===== src/rtl/instr_enc_pkg.sv =====
// Shared encodings for the instruction encoder: command kinds, MIPS opcode and
// funct fields, error codes, FSM states and word-packing helpers.
package instr_enc_pkg;

  typedef enum logic [3:0] {
    KIND_ADD  = 4'd0,
    KIND_SUB  = 4'd1,
    KIND_AND  = 4'd2,
    KIND_OR   = 4'd3,
    KIND_SLT  = 4'd4,
    KIND_JR   = 4'd5,
    KIND_BEQ  = 4'd6,
    KIND_ADDI = 4'd7,
    KIND_SLTI = 4'd8,
    KIND_LW   = 4'd9,
    KIND_SW   = 4'd10,
    KIND_J    = 4'd11,
    KIND_JAL  = 4'd12
  } kind_e;

  localparam logic [5:0] OP_RTYPE = 6'd0;
  localparam logic [5:0] OP_J     = 6'd2;
  localparam logic [5:0] OP_JAL   = 6'd3;
  localparam logic [5:0] OP_BEQ   = 6'd4;
  localparam logic [5:0] OP_ADDI  = 6'd8;
  localparam logic [5:0] OP_SLTI  = 6'd10;
  localparam logic [5:0] OP_LW    = 6'd35;
  localparam logic [5:0] OP_SW    = 6'd43;

  localparam logic [5:0] FN_ADD = 6'h20;
  localparam logic [5:0] FN_SUB = 6'h22;
  localparam logic [5:0] FN_AND = 6'h24;
  localparam logic [5:0] FN_OR  = 6'h25;
  localparam logic [5:0] FN_SLT = 6'h2A;
  localparam logic [5:0] FN_JR  = 6'h08;

  typedef enum logic [1:0] {
    ERR_NONE    = 2'd0,
    ERR_ILLEGAL = 2'd1,
    ERR_RANGE   = 2'd2,
    ERR_FULL    = 2'd3
  } err_e;

  typedef enum logic [2:0] {
    ST_IDLE   = 3'd0,
    ST_ACCEPT = 3'd1,
    ST_WRITE  = 3'd2,
    ST_DONE   = 3'd3,
    ST_ERR    = 3'd4
  } state_e;

  function automatic logic [31:0] r_word(input logic [4:0] rs, input logic [4:0] rt,
                                         input logic [4:0] rd, input logic [5:0] funct);
    return {OP_RTYPE, rs, rt, rd, 5'd0, funct};
  endfunction

  function automatic logic [31:0] i_word(input logic [5:0] op, input logic [4:0] rs,
                                         input logic [4:0] rt, input logic [15:0] imm);
    return {op, rs, rt, imm};
  endfunction

endpackage


===== src/rtl/instr_field_encode.sv =====
// Combinational MIPS field packer: turns one symbolic command into a 32-bit word
// and flags illegal kinds or jump/branch targets outside the writable range.
module instr_field_encode
  import instr_enc_pkg::*;
#(
  parameter int ADDR_W = 8,
  parameter int DEPTH  = 256
) (
  input  logic [3:0]        kind,
  input  logic [4:0]        rs,
  input  logic [4:0]        rt,
  input  logic [4:0]        rd,
  input  logic [15:0]       imm,
  input  logic [ADDR_W-1:0] target,
  input  logic [ADDR_W-1:0] addr,
  output logic [31:0]       word,
  output logic              illegal,
  output logic              range_err
);

  localparam logic [31:0] DEPTH_W = 32'(DEPTH);

  logic [ADDR_W:0] beq_diff;
  logic [15:0]     beq_imm;
  logic [25:0]     jump_field;
  logic            uses_target;

  // Branch offset is relative to the word after the branch, kept one bit wider
  // than the address so backward offsets carry their sign into the immediate.
  assign beq_diff   = {1'b0, target} - {1'b0, addr} - 1'b1;
  assign beq_imm    = 16'(signed'(beq_diff));
  assign jump_field = 26'(target);

  always_comb begin
    word        = '0;
    illegal     = 1'b0;
    uses_target = 1'b0;
    case (kind)
      KIND_ADD:  word = r_word(rs, rt, rd, FN_ADD);
      KIND_SUB:  word = r_word(rs, rt, rd, FN_SUB);
      KIND_AND:  word = r_word(rs, rt, rd, FN_AND);
      KIND_OR:   word = r_word(rs, rt, rd, FN_OR);
      KIND_SLT:  word = r_word(rs, rt, rd, FN_SLT);
      KIND_JR:   word = r_word(rs, 5'd0, 5'd0, FN_JR);
      KIND_BEQ: begin
        word        = i_word(OP_BEQ, rs, rt, beq_imm);
        uses_target = 1'b1;
      end
      KIND_ADDI: word = i_word(OP_ADDI, rs, rt, imm);
      KIND_SLTI: word = i_word(OP_SLTI, rs, rt, imm);
      KIND_LW:   word = i_word(OP_LW, rs, rt, imm);
      KIND_SW:   word = i_word(OP_SW, rs, rt, imm);
      KIND_J: begin
        word        = {OP_J, jump_field};
        uses_target = 1'b1;
      end
      KIND_JAL: begin
        word        = {OP_JAL, jump_field};
        uses_target = 1'b1;
      end
      default:   illegal = 1'b1;
    endcase
  end

  assign range_err = uses_target && (32'(target) >= DEPTH_W);

endmodule


===== src/rtl/instr_encoder.sv =====
// Sequential instruction loader: accepts symbolic commands, encodes them and
// writes them to consecutive instruction-memory words through a write/ack handshake.
module instr_encoder
  import instr_enc_pkg::*;
#(
  parameter int ADDR_W    = 8,
  parameter int DEPTH     = 256,
  parameter int BASE_ADDR = 0
) (
  input  logic              clk_i,
  input  logic              rst_i,
  input  logic              start_i,
  input  logic              cmd_valid_i,
  output logic              cmd_ready_o,
  input  logic [3:0]        cmd_kind_i,
  input  logic [4:0]        cmd_rs_i,
  input  logic [4:0]        cmd_rt_i,
  input  logic [4:0]        cmd_rd_i,
  input  logic [15:0]       cmd_imm_i,
  input  logic [ADDR_W-1:0] cmd_target_i,
  input  logic              cmd_last_i,
  output logic              imem_we_o,
  output logic [ADDR_W-1:0] imem_addr_o,
  output logic [31:0]       imem_wdata_o,
  input  logic              imem_ack_i,
  output logic              done_o,
  output logic              err_o,
  output logic [1:0]        err_code_o,
  output logic [ADDR_W:0]   count_o
);

  localparam logic [ADDR_W-1:0] BASE    = ADDR_W'(BASE_ADDR);
  localparam logic [31:0]       DEPTH_W = 32'(DEPTH);

  state_e          state, state_next;
  logic [ADDR_W-1:0] addr;
  logic [ADDR_W:0]   count;
  logic [ADDR_W:0]   count_inc;
  logic [31:0]       word_q;
  logic              last_q;
  err_e              err_code_q;
  err_e              err_next;

  logic [31:0] word_enc;
  logic        illegal;
  logic        range_err;
  logic        capture;
  logic        advance;
  logic        restart;
  logic        err_set;
  logic        full;

  instr_field_encode #(
    .ADDR_W (ADDR_W),
    .DEPTH  (DEPTH)
  ) u_field_encode (
    .kind      (cmd_kind_i),
    .rs        (cmd_rs_i),
    .rt        (cmd_rt_i),
    .rd        (cmd_rd_i),
    .imm       (cmd_imm_i),
    .target    (cmd_target_i),
    .addr      (addr),
    .word      (word_enc),
    .illegal   (illegal),
    .range_err (range_err)
  );

  assign count_inc = count + 1'b1;
  assign full      = (32'(count_inc) == DEPTH_W);

  always_ff @(posedge clk_i or negedge rst_i) begin
    if (!rst_i) state <= ST_IDLE;
    else        state <= state_next;
  end

  always_comb begin
    state_next  = state;
    capture     = 1'b0;
    advance     = 1'b0;
    restart     = 1'b0;
    err_set     = 1'b0;
    err_next    = ERR_NONE;
    cmd_ready_o = 1'b0;
    imem_we_o   = 1'b0;
    case (state)
      ST_IDLE, ST_DONE, ST_ERR: begin
        if (start_i) begin
          state_next = ST_ACCEPT;
          restart    = 1'b1;
        end
      end
      ST_ACCEPT: begin
        cmd_ready_o = 1'b1;
        if (cmd_valid_i) begin
          capture = 1'b1;
          if (illegal) begin
            state_next = ST_ERR;
            err_set    = 1'b1;
            err_next   = ERR_ILLEGAL;
          end else if (range_err) begin
            state_next = ST_ERR;
            err_set    = 1'b1;
            err_next   = ERR_RANGE;
          end else begin
            state_next = ST_WRITE;
          end
        end
      end
      ST_WRITE: begin
        imem_we_o = 1'b1;
        if (imem_ack_i) begin
          advance = 1'b1;
          if (last_q) begin
            state_next = ST_DONE;
          end else if (full) begin
            state_next = ST_ERR;
            err_set    = 1'b1;
            err_next   = ERR_FULL;
          end else begin
            state_next = ST_ACCEPT;
          end
        end
      end
      default: state_next = ST_IDLE;
    endcase
  end

  // Word and last flag are captured at the command handshake so address and data
  // stay stable for however long the memory withholds its ack.
  always_ff @(posedge clk_i or negedge rst_i) begin
    if (!rst_i) begin
      addr       <= BASE;
      count      <= '0;
      word_q     <= '0;
      last_q     <= 1'b0;
      err_code_q <= ERR_NONE;
    end else begin
      if (restart) begin
        addr       <= BASE;
        count      <= '0;
        err_code_q <= ERR_NONE;
      end
      if (capture) begin
        word_q <= word_enc;
        last_q <= cmd_last_i;
      end
      if (advance) begin
        addr  <= addr + 1'b1;
        count <= count_inc;
      end
      if (err_set) err_code_q <= err_next;
    end
  end

  assign imem_addr_o  = addr;
  assign imem_wdata_o = word_q;
  assign done_o       = (state == ST_DONE);
  assign err_o        = (state == ST_ERR);
  assign err_code_o   = err_code_q;
  assign count_o      = count;

endmodule

===== config.mk =====
export PLATFORM = sky130hd
export DESIGN_NAME = instr_encoder
export DESIGN_NICKNAME = d
export VERILOG_FILES = /design/src/rtl/instr_enc_pkg.sv /design/src/rtl/instr_field_encode.sv /design/src/rtl/instr_encoder.sv
export SDC_FILE = /design/constraint.sdc
export NUM_CORES = 1
export LEC_CHECK = 0
export BUFFER_PORTS_ARGS = -buffer_cell sky130_fd_sc_hd__buf_2
export CAP_MARGIN = 20
export CORE_MARGIN = 2
export CORE_UTILIZATION = 25
export CTS_BUF_LIST = sky130_fd_sc_hd__clkbuf_16
export DETAILED_ROUTE_END_ITERATION = 6
export HOLD_SLACK_MARGIN = 0.1
export SYNTH_ARGS = -nofsm -noshare
export SYNTH_HDL_FRONTEND = slang
export SYNTH_SLANG_ARGS = --single-unit

===== constraint.sdc =====
create_clock -name clk_i -period 2.2 [get_ports clk_i]
set_clock_uncertainty 0.05 [all_clocks]
set_input_delay 0.22 -clock clk_i [delete_from_list [all_inputs] [get_ports clk_i]]
set_output_delay 0.22 -clock clk_i [all_outputs]
set_load 0.03 [all_outputs]

Yosys cells after proc, flatten, opt, wreduce, memory -nomap -nowiden. Index checks and enable logic that the tools add are counted.

Reduce and logical (&&, ||, !) cells: 7. Muxes and demuxes: 34. Equal/unequal tests: 20. $add $sub $neg: 4.

Operator list (count): $pmux 32 s13 (1); $eq 4x4->1 const B (5); $mux 3 (6); $mux 9 (2); $eq 4x3->1 const B (4); $mux 8 (2); $mux 1 (15); $reduce_or 13->1 (1); $mux 2 (5); $add 9x1->9 const B (1); $eq 9x9->1 const B (1); $pmux 3 s3 (1); $sub 8x8->9 (1); $sub 9x1->9 const B (1); $add 8x1->8 const B (1); $eq 4x2->1 const B (2); $eq 3x2->1 const B (2); $ne 2x2->1 const B (3); $eq 4x1->1 const B (1); $logic_not 4->1 (1); $pmux 2 s2 (1); $reduce_bool 2->1 (2); $eq 3x1->1 const B (1); $eq 3x3->1 const B (1); 4 further kinds (4).

Output and inout bits: 55. Bits of input ports: 49. Bits in registers: 55.

Longest topological paths before layout. Gate-level depths: netlist (run 1).

Depth in word-level cells: 7. Mapped depth: 9.

Modules after synthesis. Synthesis (run 1) repeated with hierarchy kept, for this count alone.

Cells, all modules: 352. Area total of the unflattened synthesis: 3604.7 um^2.

By module, submodules not included: instr_encoder (area each 2637.5 um^2, cells each 215, sequential area each 1376.3 um^2, times used 1); instr_field_encode (area each 967.2 um^2, cells each 137, sequential area each 0.0 um^2, times used 1).

Worst setup path before layout (run 1). OpenSTA, ideal clock, no wires.

Path type: register -> register. Start: register addr[0] (netlist: imem_addr_o[0]). End: register word_q[6] (netlist: imem_wdata_o[6]). Library setup time: 128 ps. Stages on the path, launching flop included: 10. Slack: 47 ps. Arrival: 1975 ps. Cells stage by stage: dfrtp_1 > inv_1 > ha_1 > inv_1 > fa_1 > nand2b_1 > a21oi_1 > nor3_1 > a311oi_1 > a21oi_1.

Word-level cells in the longest chain between the ends: 3.

Ends and longest elaborated chain: start, declared (RTL line instr_encoder.sv:36) `logic [ADDR_W-1:0] addr;`; start signal, assigned (RTL line instr_encoder.sv:149) `addr <= addr + 1'b1;`; $sub 8x8->9 (RTL line instr_field_encode.sv:30) `assign beq_diff = {1'b0, target} - {1'b0, addr} - 1'b1;`; $sub 9x1->9 (RTL line instr_field_encode.sv:30); $pmux 32 s13 (RTL line instr_field_encode.sv:38) `case (kind)`; end signal, assigned (RTL line instr_encoder.sv:145) `word_q <= word_enc;`; end, declared (RTL line instr_encoder.sv:39) `logic [31:0] word_q;`.

No other way between the ends. A chain may end at the register's enable or synchronous reset.

Final worst setup path (run 1).
Start: register addr[1] (netlist: imem_addr_o[1]). End: register word_q[5] (netlist: imem_wdata_o[5]).

The elaborated chain is that of the path after synthesis.

==> out/metrics.cfg, run 1 <==
[logic_synthesis]
synthSimpleGateAreaFrac = 0.214
ys_types = 58
synthArstFlopShare = 1.00
synth-seq-cells = 54
seq_area_frac_synth = 0.390
synth_xor_area_frac = 0.0152
synthAdderAreaFrac = 0.0456
muxShareOfSynthArea = 0.00289
syn_inst = 411
yosysWarnings = 0
synth_fp_nets = 472
synth_top_family_by_area = compound AO/OA/AOI/OAI gates
synth_edf_count = 0
syn-cell-area_um2 = 3460
ys.flop_type = dfrtp_1
synth.avg_cell_area_um2 = 8.42
synth_compound_area_frac = 0.268

[worst_setup_path]
crit_path_end_kind = register
required_ns = 2.32
crit_cells = 7
worstSetupPathType = register to register
cpMaxStageDelayCell = dfrtp_2
path_max_fanout = 8
crit_family = compound AO/OA/AOI/OAI gates
startpoint_type = register
cp_data_arrival_time_ns = 2.20
worst_r2r_path_depth = 7
crit_chain = inv_1 > ha_1 > a211oi_1 > nor2_1 > a21oi_1 > nor4b_1 > o32a_1
critPathBufInv = 1
max_stage_delay_ns = 0.47

[sta]
period_share = 0.945
slew_headroom = 0.509
maxSlewViolCount = 0
setup_viol = 0
finalSetupTns_ns = 0
hold_viol = 0
post-route-min-period_ns = 2.08
tightest_slew_ns = 0.736
clock.fmax_mhz = 481

[drt]
vias_per_cell = 5.07
remaining_drc_errors = 0
ant_nets = 0
wl_per_cell_um = 15.9
drtPass1Iterations = 4
drt_iter0_drc = 167
vias = 3501
wl_um = 11000

[pwr]
powerDensity_nw_per_um2 = 1040
leakage_nw = 2.02
ir_worst_vdd_mv = 0.297

[die]
die_width_um = 122
dieHeight_um = 122
core_area_um2 = 13400
io_pins = 104
initial_core_util = 0.258
rows = 42
die-area_um2 = 14800

[worst_hold_path]
hold_path.class = input pin to register
holdPathStages = 2

[clocking]
clk_latency_ns = 0.29
cts_sinks = 54
cts_tree = yes
clk_pin_slew_ns = 0.07
cts_root_buf = clkbuf_16
clockBufferDepth = 2
cts_buffers = 5
htree_levels = 2

[grt]
grt-ovfl-total = 0
grt.total_usage = 0.148
grt_pass1_vias = 3278
grt_pass1_wl_um = 17600
antenna_found_initial = 0
grt_max_degree = 55

[placed_design]
placement.io_buffers = 102
gp_congestion = 0.877
hpwlAfterDp_um = 8180

[cells_and_area]
area_growth_pct = 26.1
antenna_cells = 0
multiInputGateArea_um2 = 1900
fillCellCount = 1417
regArea_um2 = 1350
layout-drive-gt1-share = 0.266
final_nets = 575
fin_util = 0.326

[status]
status = finished clean

[run]
max_cap_viol_count = 0

[layer usage]
| layer | up-vias | share of wire | track usage | wire [µm] |
|---|---|---|---|---|
| met4 | 0 | 0.0093 | 0.0266 | 102 |
| met3 | 7 | 0.070 | 0.0328 | 767 |
| li1 | 1708 | - | - | - |
| met2 | 103 | 0.45 | 0.233 | 4930 |
| met1 | 1683 | 0.47 | 0.211 | 5210 |
| met5 | - | 0 | 0 | 0 |
[cells by family (layout without fill, tap and decap cells)]
family          count (synthesis)  count (layout)
compound gates                145             145
xor+xnor                        6               6
fa+ha+maj                      12              12
buf+inv                        44             148
flops                          54              54
mux                             1               1
other cells                     1               1
simple gates                  148             148
[power breakdown]
part	internal, mW	switching (mW)	total, mW	leakage (nW)
registers	1.33	0.255	1.58	0.695
logic	0.704	1.47	2.17	1.25
clock network	0.419	0.356	0.774	0.0750
[cell type report]
class / count / share of cell area
inverter: 16 / 0.0138
multi-input combinational: 313 / 0.435
clock buffer: 5 / 0.0287
clock inverter: 3 / 0.00401
timing repair buffer: 124 / 0.158
tap: 176 / 0.0505
sequential: 54 / 0.310
[timing repair]
action / 4_1_cts / 5_1_grt
setup buffers: 0 / 1
endpoints found under the setup margin: 0 / 12
endpoints found under the hold margin: 59 / 0
hold buffers: 6 / 0
gates resized for setup: 0 / 2
[Yosys cell counts (all sizes together), types with 2 or more instances]
cell type	count	area, µm²
nand3b	2	15.0
o22ai	9	62.6
ha	11	138
o21ai	43	219
nor3b	10	80.1
nor4	3	18.8
a21oi	35	175
a211oi	4	35.0
nor4b	2	17.5
nand4	6	37.5
nand2	55	206
nor3	7	40.0
dfrtp	54	1350
nand2b	5	31.3
a22o	6	52.6
nand3	13	65.1
a221oi	4	35.0
and3b	3	26.3
or2	2	12.5
clkbuf	7	26.3
o2111ai	5	43.8
xor2	5	43.8
a31oi	9	56.3
nor2b	6	37.5
a22oi	12	90.1
nor2	28	105
a21o	2	15.0
o31ai	2	15.0
a32oi	4	35.0
and3	4	31.3
inv	16	60.1
buf	21	130
[placed cells by master (no fill, tap or decap), types with 3 or more instances in the layout]
cell type,n
a21oi_1,34
nand2_1,55
nor4_1,3
ha_1,11
nor2b_1,6
a31oi_1,9
a211oi_1,3
nand2b_1,5
a32oi_1,4
nor2_1,28
nand3_1,13
clkbuf_16,5
nor3_1,6
a22oi_1,12
nand4_1,6
inv_1,17
a22o_1,6
buf_2,102
o22ai_1,8
buf_4,16
dfrtp_1,53
o2111ai_1,5
a221oi_1,4
dlygate4sd3_1,6
nor3b_1,9
and3b_1,3
o21ai_0,42
xor2_1,5
[metrics by stage]
step	hold slack, ns	worst slack (ns)	std cells	power [mW]	cell area (µm²)
global route	0.115	-0.0157	691	4.86	4360
global placement	0.350	0.128	676	3.71	4150
CTS	0.109	0.0406	690	4.58	4350
detailed placement	0.358	0.0651	676	3.77	4150
floorplan	-0.126	0.0469	411	3.02	3460
finish	0.117	0.120	691	4.53	4360
[final timing paths]
check,startpoint,end,slack [ns]
setup / recovery,imem_addr_o[1],imem_wdata_o[5],0.12
hold / removal,cmd_rt_i[4],imem_wdata_o[20],0.12
setup reg to reg,imem_addr_o[1],imem_wdata_o[5],0.12
hold reg to reg,imem_wdata_o[26],imem_wdata_o[26],0.42
max in group asynchronous,rst_i,imem_addr_o[1],1.03
min in group asynchronous,rst_i,count_o[7],0.56
[flip-flops by register name (all words and copies together), names as in the netlist]
name	flops
imem_addr_o	8
last_q	1
count_o	9
imem_wdata_o	31
state	3
err_code_o	2
[worst register-to-register path, stage by stage (launching register included)]
cell and delay (ns):
dfrtp_2 0.47, inv_1 0.06, ha_1 0.27, a211oi_1 0.35, nor2_1 0.13, a21oi_1 0.21, nor4b_1 0.08, o32a_1 0.35
No activity file was read; power rests on OpenSTA's default activity.
==> run 2: changes to the inputs <==
--- a/config.mk
+++ b/config.mk
@@ -6,12 +6,12 @@
 export NUM_CORES = 1
 export LEC_CHECK = 0
 export BUFFER_PORTS_ARGS = -buffer_cell sky130_fd_sc_hd__buf_2
-export CAP_MARGIN = 20
 export CORE_MARGIN = 2
 export CORE_UTILIZATION = 25
 export CTS_BUF_LIST = sky130_fd_sc_hd__clkbuf_16
 export DETAILED_ROUTE_END_ITERATION = 6
 export HOLD_SLACK_MARGIN = 0.1
+export PLACE_DENSITY = 0.52
 export SYNTH_ARGS = -nofsm -noshare
 export SYNTH_HDL_FRONTEND = slang
 export SYNTH_SLANG_ARGS = --single-unit
==> run 2 against run 1 <==
  * Final area rose by 0.29%
  * Flip-flop and latch count stayed put
  * Critical path depth stayed put
  * Power barely moved
  * Routed wire length grew 1.1%
  * Global-route usage up 0.42 points
  * Clock power barely moved
==> out/metrics.cfg, run 2 (same netlist as run 1, synthesis figures left out) <==
[worst_hold_path]
hold_path.class = input pin to register

[sta]
clock.fmax_mhz = 487
post-route-min-period_ns = 2.05
slew_headroom = 0.615
period_share = 0.933
tightest_slew_ns = 0.577
finalSetupTns_ns = 0
hold_ws_ns = 0.106
grt_setup_unrepaired = false
maxSlewViolCount = 0
hold_viol = 0
setup_viol = 0

[die]
die_width_um = 122
initial_core_util = 0.258
dieHeight_um = 122
io_pins = 104
die-area_um2 = 14800
core_area_um2 = 13400
rows = 42

[drt]
drt_iter0_drc = 210
ant_nets = 0
wl_per_cell_um = 16.1
vias_per_cell = 5.05
vias = 3492
drtPass1Iterations = 5
wl_um = 11100
remaining_drc_errors = 0

[worst_setup_path]
cp_data_arrival_time_ns = 2.18
ff2ff_setup_slack_ns = 0.15
startpoint_type = register
path_max_fanout = 8
crit_path_end_kind = register
required_ns = 2.33
worstSetupPathType = register to register

[grt]
grt.total_usage = 0.152
grt-ovfl-total = 0
grt_pass1_vias = 3371
grt_max_degree = 32
grt_pass1_wl_um = 17900
antenna_found_initial = 0

[cells_and_area]
largest_reg_flops = 31
final_cell_mix = 102 x buf_2, 55 x nand2_1, 53 x dfrtp_1
final_nets = 576
design_area_um2 = 4380
layout-drive-gt1-share = 0.266
final_common_cell = buf_2
instances_no_fill = 691
area_growth_pct = 26.4
fillCellCount = 1445
antenna_cells = 0

[clocking]
cts_tree = yes
cts_sinks = 54
cts_buffers = 5
clockBufferDepth = 2
clk_latency_ns = 0.29
clk_pin_slew_ns = 0.07
cts_root_buf = clkbuf_16
htree_levels = 2

[placed_design]
gp_congestion = 0.829
place_inst = 677
dpl-instance-area_um2 = 4170
placement.io_buffers = 102
hpwlAfterDp_um = 8500

[pwr]
total_power_mw = 4.53
ir_worst_vdd_mv = 0.384
powerDensity_nw_per_um2 = 1040
leakage_nw = 2.02

[status]
status = finished clean

[run]
max_cap_viol_count = 0

run 2: metal layers:
| layer | vias to the layer above | GRT usage | share of wire |
|---|---|---|---|
| li1 | 1714 | - | - |
| met3 | 7 | 0.0281 | 0.051 |
| met2 | 94 | 0.253 | 0.48 |
| met1 | 1677 | 0.206 | 0.46 |
| met4 | 0 | 0.0366 | 0.0097 |
| met5 | - | 0 | 0 |
run 2: critical path: stages (launching register included):
cell      delay (ns)
dfrtp_2         0.46
inv_1           0.07
ha_1            0.27
a211oi_1        0.34
nor2_1          0.13
a21oi_1         0.21
nor4b_1         0.08
o32a_1          0.33
run 2: area by class of cell:
type,instances,area [µm²],area share
sequential,54,1350,0.309
multi-input combinational,313,1900,0.433
clock buffer,5,125,0.0286
timing repair buffer,125,711,0.162
clock inverter,2,11.3,0.00257
inverter,16,60.1,0.0137
tap,176,220,0.0503
run 2: where the power goes:
part | switching, mW | internal [mW] | total (mW)
clock | 0.363 | 0.413 | 0.775
sequential | 0.249 | 1.33 | 1.58
combinational | 1.47 | 0.713 | 2.18
total | 2.08 | 2.45 | 4.53
run 2: through the flow:
stage,worst slack (ns),util
floorplan,0.0469,-
global route,0.00490,0.327
finish,0.147,0.327
global placement,0.151,0.311
detailed placement,0.108,0.311
CTS,0.0774,0.326
run 2: path summary, 6_finish.rpt:
kind,from,to,cells past startpoint
min,cmd_rt_i[0],imem_wdata_o[16],2
min in group asynchronous,rst_i,imem_wdata_o[19],2
max reg2reg,imem_addr_o[1],imem_wdata_o[5],7
max,imem_addr_o[1],imem_wdata_o[5],7
min reg2reg,imem_wdata_o[26],imem_wdata_o[26],2
max in group asynchronous,rst_i,imem_addr_o[1],3
run 2: timing repair:
action / in CTS / in global routing
setup buffers: 0 / 1
resized for setup: 0 / 2
hold endpoints to repair: 28 / 0
hold buffers: 6 / 0
setup endpoints to repair: 0 / 12
